$ cat src/rtl/qpsk_symbol_serializer.sv
// qpsk_symbol_serializer: buffers one frame of QPSK sign bits and streams it as held +/-AMP I/Q samples.
// Define QPSK_SER_UNDERRUN_CNT_EN to add the saturating underrun_cnt output.
module qpsk_symbol_serializer #(
    parameter int SYMS       = 11,
    parameter int OUT_W      = 12,
    parameter int AMP        = 1448,
    parameter int SYM_PERIOD = 4
) (
    input  logic                    clk,
    input  logic                    rst_n,
    input  logic                    in_valid,
    output logic                    in_ready,
    input  logic [SYMS-1:0]         in_real,
    input  logic [SYMS-1:0]         in_imag,
    output logic signed [OUT_W-1:0] out_i,
    output logic signed [OUT_W-1:0] out_q,
    output logic                    out_valid,
    output logic                    sym_strobe,
    output logic                    frame_start,
    output logic                    frame_last,
    output logic                    busy
`ifdef QPSK_SER_UNDERRUN_CNT_EN
    ,
    output logic [7:0]              underrun_cnt
`endif
);

    localparam int IDX_W = (SYMS > 1) ? $clog2(SYMS) : 1;
    localparam int PER_W = (SYM_PERIOD > 1) ? $clog2(SYM_PERIOD) : 1;
    localparam logic [IDX_W-1:0] IDX_LAST = IDX_W'(SYMS - 1);
    localparam logic [PER_W-1:0] PER_LAST = PER_W'(SYM_PERIOD - 1);
    localparam logic signed [OUT_W-1:0] POS_AMP = OUT_W'(AMP);
    localparam logic signed [OUT_W-1:0] NEG_AMP = OUT_W'(-AMP);

    typedef enum logic {
        IDLE,
        RUN
    } state_t;

    state_t           state, state_next;
    logic [IDX_W-1:0] sym_idx, sym_idx_next;
    logic [PER_W-1:0] per_cnt, per_cnt_next;
    logic [SYMS-1:0]  act_real, act_imag, act_real_next, act_imag_next;
    logic [SYMS-1:0]  hold_real, hold_imag;
    logic             hold_full;
    logic             accept;
    logic             load;

    assign in_ready = !hold_full;
    assign accept   = in_valid && in_ready;
    assign busy     = (state == RUN) || hold_full;

    // Accept and load never coincide: accept needs an empty hold, load a full one.
    always_ff @(posedge clk or negedge rst_n) begin
        if (!rst_n) begin
            hold_full <= 1'b0;
            hold_real <= '0;
            hold_imag <= '0;
        end else if (accept) begin
            hold_full <= 1'b1;
            hold_real <= in_real;
            hold_imag <= in_imag;
        end else if (load) begin
            hold_full <= 1'b0;
        end
    end

    always_ff @(posedge clk or negedge rst_n) begin
        if (!rst_n) begin
            state    <= IDLE;
            sym_idx  <= '0;
            per_cnt  <= '0;
            act_real <= '0;
            act_imag <= '0;
        end else begin
            state    <= state_next;
            sym_idx  <= sym_idx_next;
            per_cnt  <= per_cnt_next;
            act_real <= act_real_next;
            act_imag <= act_imag_next;
        end
    end

    // The active register shifts left on each symbol advance, so its MSB is always the current symbol.
    always_comb begin
        state_next    = state;
        sym_idx_next  = sym_idx;
        per_cnt_next  = per_cnt;
        act_real_next = act_real;
        act_imag_next = act_imag;
        load          = 1'b0;
        case (state)
            IDLE: begin
                if (hold_full) begin
                    load         = 1'b1;
                    state_next   = RUN;
                    sym_idx_next = '0;
                    per_cnt_next = '0;
                end
            end
            RUN: begin
                if (per_cnt == PER_LAST) begin
                    per_cnt_next = '0;
                    if (sym_idx == IDX_LAST) begin
                        sym_idx_next = '0;
                        if (hold_full) begin
                            load = 1'b1;
                        end else begin
                            state_next = IDLE;
                        end
                    end else begin
                        sym_idx_next  = sym_idx + 1'b1;
                        act_real_next = act_real << 1;
                        act_imag_next = act_imag << 1;
                    end
                end else begin
                    per_cnt_next = per_cnt + 1'b1;
                end
            end
            default: state_next = IDLE;
        endcase
        if (load) begin
            act_real_next = hold_real;
            act_imag_next = hold_imag;
        end
    end

    always_ff @(posedge clk or negedge rst_n) begin
        if (!rst_n) begin
            out_i       <= '0;
            out_q       <= '0;
            out_valid   <= 1'b0;
            sym_strobe  <= 1'b0;
            frame_start <= 1'b0;
            frame_last  <= 1'b0;
        end else if (state == RUN) begin
            out_i       <= act_real[SYMS-1] ? POS_AMP : NEG_AMP;
            out_q       <= act_imag[SYMS-1] ? POS_AMP : NEG_AMP;
            out_valid   <= 1'b1;
            sym_strobe  <= (per_cnt == '0);
            frame_start <= (per_cnt == '0) && (sym_idx == '0);
            frame_last  <= (sym_idx == IDX_LAST);
        end else begin
            out_i       <= '0;
            out_q       <= '0;
            out_valid   <= 1'b0;
            sym_strobe  <= 1'b0;
            frame_start <= 1'b0;
            frame_last  <= 1'b0;
        end
    end

`ifdef QPSK_SER_UNDERRUN_CNT_EN
    logic run_end;
    assign run_end = (state == RUN) && (state_next == IDLE);

    always_ff @(posedge clk or negedge rst_n) begin
        if (!rst_n) begin
            underrun_cnt <= 8'd0;
        end else if (run_end && (underrun_cnt != 8'hFF)) begin
            underrun_cnt <= underrun_cnt + 8'd1;
        end
    end
`endif

endmodule
$ cat config.mk
export PLATFORM = sky130hd
export DESIGN_NAME = qpsk_symbol_serializer
export DESIGN_NICKNAME = d
export VERILOG_FILES = /design/src/rtl/qpsk_symbol_serializer.sv
export SDC_FILE = /design/constraint.sdc
export NUM_CORES = 1
export LEC_CHECK = 0
export ABC_AREA = 1
export CAP_MARGIN = 5
export CORE_ASPECT_RATIO = 1.75
export CORE_MARGIN = 10
export CORE_UTILIZATION = 41
export DETAILED_ROUTE_END_ITERATION = 16
export PLACE_DENSITY = 0.65
export SETUP_SLACK_MARGIN = 0.4
export SLEW_MARGIN = 15
export SYNTH_ARGS = -nofsm -noshare
export SYNTH_HDL_FRONTEND = slang
export SYNTH_SLANG_ARGS = --single-unit
$ cat constraint.sdc
create_clock -name clk -period 2.85 [get_ports clk]
set_input_delay 0.57 -clock clk [delete_from_list [all_inputs] [get_ports clk]]
set_output_delay 0.57 -clock clk [all_outputs]
set_load 0.05 [all_outputs]
* After elaboration in Yosys (flattened, before gate mapping)
Cells that the tools add are included.
** Storage, ports and cells
- Bits in registers :: 80
- Input port bits :: 25
- Output and inout bits :: 30
- Word-level logic and storage cells :: 65
** Operators by class
- Add/subtract/negate cells :: 2
- Eq/ne operators :: 5
- Multiplexer cells :: 32
- Bitwise operators :: 1
- Reductions and logical operators :: 11
** Operators by type and width (count)
- two-way mux 11 bit :: 8
- two-way mux 12 bit :: 4
- two-way mux 4 bit :: 3
- two-way mux 1 bit :: 11
- one-hot mux 4 bit (2 select lines) :: 1
- nonzero test 2 bit :: 3
- adder 4 x 1 -> 4 bit (second input constant) :: 1
- == test 4 bit (second input constant) :: 1
- logical NOT 4 bit :: 1
- two-way mux 2 bit :: 2
- inequality test 2 bit (second input constant) :: 2
- one-hot mux 1 bit (2 select lines) :: 2
- one-hot mux 2 bit (2 select lines) :: 1
- AND reduction 3 bit :: 1
- adder 2 x 1 -> 2 bit (second input constant) :: 1
- == test 2 bit (second input constant) :: 1
- logical AND 1 bit :: 2
- logical NOT 2 bit :: 1
- inequality test 2 x 1 -> 1 bit (second input constant) :: 1
- AND reduction 2 bit :: 1
- logical NOT 1 bit :: 1
- logical OR 1 bit :: 1
- NOT 1 bit :: 1

* Depth between registers and ports, before layout
Gate-level depths: netlist of the first run.
- Depth after elaboration :: 6
- Depth in mapped cells :: 10
- Mapped depth without buffers :: 9

* Worst setup path after synthesis of the first run
Ideal clock, no wire load.
- Kind :: flip-flop to output port
- Start point :: register out_i[10]
- End point :: output out_i[10]
- Arrival time :: 923 ps
- Required time :: 2280 ps
- Path slack :: 1357 ps
- Stages on the path, launching flop included :: 2
- Path buffers :: 1
- Cell sequence :: dfrtp_1 -> buf_4
** RTL lines
- start: declaration :: line 15 : output logic signed [OUT_W-1:0] out_i,
- start signal: assignment :: line 137 : out_i <= act_real[SYMS-1] ? POS_AMP : NEG_AMP;
No word-level cell between the ends.

* Worst setup path in the final report of the first run
- Start point :: register hold_full
- End point :: output in_ready
** On the way
- Word-level cells in the longest chain between the ends :: 1
** Ends and longest elaborated chain
- start: declaration :: line 45 : logic hold_full;
- start signal: assignment :: line 56 : hold_full <= 1'b0;
- start signal: assignment :: line 60 : hold_full <= 1'b1;
- start signal: assignment :: line 64 : hold_full <= 1'b0;
- logical NOT 1 bit :: line 49 : assign in_ready = !hold_full;
- end: declaration :: line 12 : output logic in_ready,
No other way between the ends.

==> impl_metrics.tcl, run 1 <==
set metrics [dict create \
    r2r_start "sym_idx[0]" \
    regArea_mm2 0.00150 \
    final_cell_mix "74 x nand2_1, 60 x dfrtp_1, 53 x inv_1" \
    overflow 0 \
    rsz0062_at_grt "no" \
    rr_endpoint "act_imag[4]" \
    cts_tree "done" \
    required_ps 2280 \
    synth-seq-area-share_pct 52.3 \
    cts_hold_buffers 0 \
    start_kind "flop" \
    cp_max_fo 6 \
    drt-total-wl_mm 5.76 \
    power.density_mw_per_mm2 1080 \
    nets 405 \
    synth_cells 340 \
    cts_setup_buffers 0 \
    fmax_ghz 0.436 \
    routed_via_density 4.69 \
    yosys_warnings 0 \
    cts_buffer_depth 2 \
    n_antenna_cell 0 \
    die_w_um 83.3 \
    initial_core_util_pct 41.9 \
    drc 0 \
    htree_levels 3 \
    cts-root-buf "clkbuf_16" \
    ys_ff_latch 60 \
    rows 40 \
    ys_types 22 \
    power_uw 3850 \
    hp-class "input port to asynchronous set/reset pin" \
    finalSetupViolations 0 \
    syn-cell-area_mm2 0.00287 \
    vdd_drop_max_mv 0.429 \
    wl_per_cell_um 12.4 \
    post-route-util_pct 52.2 \
    fin_tns_setup_ps 0 \
    critical_path_arrival_ps 1720 \
    dr.first_iter.drc_count 142 \
    outcome "completed" \
    grt_use_total_pct 11.1 \
    die-area_mm2 0.0109 \
    slew_viol_final 0 \
    dp.final_hpwl_mm 3.90 \
    core_mm2 0.00686 \
    dr_total_vias 2175 \
    fin_cells 464 \
    cts.sinks 60 \
    cts_buffers 9 \
    crit_type "flop to primary output" \
    syn_avg_cell_area_um2 8.45 \
    min_period_over_period_pct 80.4 \
    grt_start_max_net_pins 61 \
    place_inst 448 \
    numPortBuffers 48 \
    tightest_slew_ps 743 \
    drive_gt1_share_pct 8.42 \
    place.gp.congestion 0.725 \
    worstRegToRegCells 10 \
    timing_hold_violations_final 0 \
    clkTransAtPathRegs_ps 50 \
    hold_ws_ps 391 \
    post-route-min-period_ps 2290 \
    syn_to_final_growth_pct 24.6 \
    ant_nets 0 \
    first_pass_iters 4 \
    io_pins 55 \
    grt_pass1_wl_mm 9.91 \
    skew_ps 3.85 \
    first_global_vias 2238 \
    reg2reg_slack_ps 940 \
    timing.slew.headroom_pct 50.4 \
    p_leak_uw 0.00187 \
    fillCellCount 632 \
    final_common_cell "nand2_1" \
    max-cap-violations 0 \
    worst_setup_path_end_kind "primary output" \
    multiInputGateArea_um2 922 \
    clock_latency_ps 330 \
    die_h_um 131 \
    antenna_found_initial 0 \
]
-- routing by layer --
layer | vias up | wire (µm) | GRT usage [%] | part of all wire, %
li1 | 1085 | - | - | -
met1 | 1014 | 2310 | 11.3 | 40
met2 | 66 | 2820 | 18.9 | 49
met3 | 10 | 512 | 5.27 | 8.9
met4 | 0 | 119 | 5.43 | 2.1
met5 | - | 0 | 0 | 0
-- worst max-delay path: stages, from the launching register on --
cell and delay, ps:
dfrtp_1 410, inv_2 150, clkdlybuf4s50_1 830
-- worst max-delay path by stage --
stage | from | to | slack, ps | depth (start not counted)
after floorplan | out_i[10] | out_i[10] | 1360 | 1
after global placement | state | busy | 820 | 3
after detailed placement | state | busy | 800 | 3
after CTS | state | busy | 440 | 3
after global routing | hold_full | in_ready | 490 | 2
final | hold_full | in_ready | 560 | 2
-- state kept, by name, indices dropped and copies added, names as in the netlist --
| register | count |
|---|---|
| out_q | 2 |
| hold_imag | 11 |
| per_cnt | 2 |
| sym_strobe | 1 |
| state | 1 |
| act_imag | 11 |
| frame_last | 1 |
| hold_real | 11 |
| hold_full | 1 |
| sym_idx | 4 |
| frame_start | 1 |
| act_real | 11 |
| out_i | 3 |
-- power by group --
group | leakage, µW | switching [µW] | internal (µW)
Clock | 0.000159 | 361 | 783
Sequential | 0.000707 | 153 | 1160
Combinational | 0.00100 | 915 | 480
Total | 0.00187 | 1430 | 2420
-- cells by family after synthesis --
family	Yosys count	synth area share [%]
other cells	1	0.131
simple gates	148	21.9
buf+inv	91	16.3
fa+ha+maj	5	2.18
flops	60	52.3
mux	2	0.784
xor+xnor	2	0.610
compound gates	31	5.88
-- timing repair --
item | CTS | global route
hold endpoints to repair | 0 | 0
setup endpoints to repair | 0 | 1
gates resized for setup | 0 | 1
-- metrics by stage --
stage | cell area (µm²) | setup WS [ps]
3_3_place_gp | 3260 | 822
2_1_floorplan | 2890 | 1360
3_5_place_dp | 3260 | 802
6_report | 3580 | 559
5_1_grt | 3580 | 494
4_1_cts | 3580 | 444
-- area by class of cell --
type | count | share of cell area, %
clock buffer | 11 | 6.78
sequential | 60 | 41.9
inverter | 56 | 5.87
multi-input combinational | 194 | 25.8
timing repair buffer | 54 | 14.6
clock inverter | 5 | 2.10
tap | 84 | 2.94
-- cell usage after synthesis, drive strengths merged --
cell type  number  area (µm²)
a21oi          22         121
buf            35         258
conb            1        3.75
dfrtp          60        1500
ha              5        62.6
inv            56         210
mux2            2        22.5
nand2          77         302
nand3          45         225
nor2           25        96.4
nor3            1        5.00
o21ai           7        35.0
o22ai           2        12.5
xnor2           1        8.76
xor2            1        8.76
Power figures use the tool's default switching activity.
==> run 2, diff against run 1 <==
Settings changed: PLACE_DENSITY 0.65 to 0.68.
Clock period 2.85 ns to 2.02 ns, I/O delays scaled along.
==> run 2 against run 1 <==
  * Final cell count unchanged
  * Sequential share of layout area down 0.13 points
  * Setup slack got worse by 110 ps
  * Final area rose by 0.38%
  * Critical path depth fell by 1
  * Combinational power rose by 39%
  * Total power increased by 32%
  * Clock skew increased by 0.58 ps
  * Clock power increased by 13%
  * Critical path type unchanged
==> impl_metrics.tcl, run 2 (synthesis results as in run 1) <==
set metrics [dict create \
    initial_core_util_pct 41.9 \
    power_uw 5080 \
    required_ps 1620 \
    dr_total_vias 2194 \
    hold_ws_ps 82.8 \
    multiInputGateArea_um2 960 \
    overflow 0 \
    cts.sinks 60 \
    ant_nets 0 \
    place_inst 450 \
    skew_ps 4.43 \
    power.density_mw_per_mm2 1410 \
    cts-root-buf "clkbuf_16" \
    hp-class "input port to asynchronous set/reset pin" \
    wl_per_cell_um 12.5 \
    dr.first_iter.drc_count 143 \
    antenna_found_initial 0 \
    syn_to_final_growth_pct 25.1 \
    dp.final_hpwl_mm 3.98 \
    drt-total-wl_mm 5.78 \
    nets 409 \
    outcome "completed" \
    grt_pass1_wl_mm 9.99 \
    finalSetupViolations 0 \
    fillCellCount 625 \
    cp_cell_sequence "dlygate4sd2_1" \
    worst_setup_path_end_kind "primary output" \
    die_h_um 131 \
    cts_buffers 9 \
    post-route-min-period_ps 1570 \
    cts_tree "done" \
    vdd_drop_max_mv 0.651 \
    routed_via_density 4.73 \
    clock_latency_ps 320 \
    timing_hold_violations_final 0 \
    drc 0 \
    die-area_mm2 0.0109 \
    regArea_mm2 0.00150 \
    start_kind "flop" \
    slowest_stage "dlygate4sd2_1" \
    drive_gt1_share_pct 14.5 \
    slew_viol_final 0 \
    p_leak_uw 0.00191 \
    min_period_over_period_pct 77.8 \
    first_pass_iters 4 \
    cpPeakStageDelay_ps 530 \
    fin_tns_setup_ps 0 \
    critPathTopFamily "buffers and inverters" \
    critical_path_arrival_ps 1170 \
    crit_type "flop to primary output" \
    post-route-util_pct 52.4 \
    n_antenna_cell 0 \
    final_common_cell "nand2_1" \
    critPathBufInv 1 \
    clkTransAtPathRegs_ps 50 \
    io_pins 55 \
    core_mm2 0.00686 \
    first_global_vias 2291 \
    cp_max_fo 1 \
    max-cap-violations 0 \
    fmax_ghz 0.636 \
    grt_start_max_net_pins 61 \
    cts_hold_buffers 0 \
    die_w_um 83.3 \
    numPortBuffers 48 \
    htree_levels 3 \
    rsz0062_at_grt "no" \
    place.gp.congestion 0.757 \
    rows 40 \
    final_cell_mix "73 x nand2_1, 59 x dfrtp_1, 52 x inv_1" \
    grt_use_total_pct 11.2 \
    fin_cells 464 \
    cts_buffer_depth 2 \
]
run 2: changes by cell type in the layout (fill, tap and decap cells not counted), sizes merged:
cell / delta
bufinv: -2
dlymetal6s2s: -1
clkinv: -3
clkdlybuf4s15: +15
clkdlybuf4s50: -23
dlygate4sd2: +3
buf: +5
clkbuf: +5
nand2: +1
run 2: layout make-up:
class | count | area share, %
sequential | 60 | 41.8
multi-input combinational | 195 | 26.7
timing repair buffer | 57 | 15.6
clock buffer | 12 | 6.86
inverter | 56 | 6.06
tap | 84 | 2.92
run 2: routing by layer:
| layer | global-route usage, % | vias up | part of all wire (%) |
|---|---|---|---|
| li1 | - | 1089 | - |
| met1 | 10.9 | 1031 | 41 |
| met2 | 19.9 | 63 | 50 |
| met3 | 4.46 | 11 | 6.6 |
| met4 | 6.04 | 0 | 2.1 |
| met5 | 0 | - | 0 |
run 2: stage by stage:
step | cell area (µm²) | setup WS [ps]
6_report | 3590 | 449
5_1_grt | 3590 | 401
4_1_cts | 3550 | 350
3_5_place_dp | 3280 | 284
3_3_place_gp | 3280 | 301
2_1_floorplan | 2890 | 587
run 2: path summary, 6_finish.rpt:
| kind | startpoint | to | slack (ps) | cells past startpoint |
|---|---|---|---|---|
| worst max register to register | sym_idx[0] | act_imag[5] | 510 | 9 |
| worst min-delay path | rst_n | hold_real[6] | 80 | 2 |
| max in group asynchronous | rst_n | state | 1670 | 2 |
| worst max-delay path | sym_strobe | sym_strobe | 450 | 1 |
| min in group clk | act_real[10] | out_i[9] | 450 | 1 |
| worst min register to register | act_real[10] | out_i[9] | 450 | 1 |
run 2: power by group:
group          internal [µW]  switching, µW
Sequential              1640            213
Combinational            642           1300
Clock                    831            458
Total                   3110           1970
run 2: what timing repair did:
| action | in CTS | in global routing |
|---|---|---|
| gates cloned | 0 | 1 |
| pin swaps | 0 | 3 |
| buffers inserted | 0 | 1 |
| gates resized for setup | 58 | 17 |
| setup endpoints to repair | 46 | 26 |
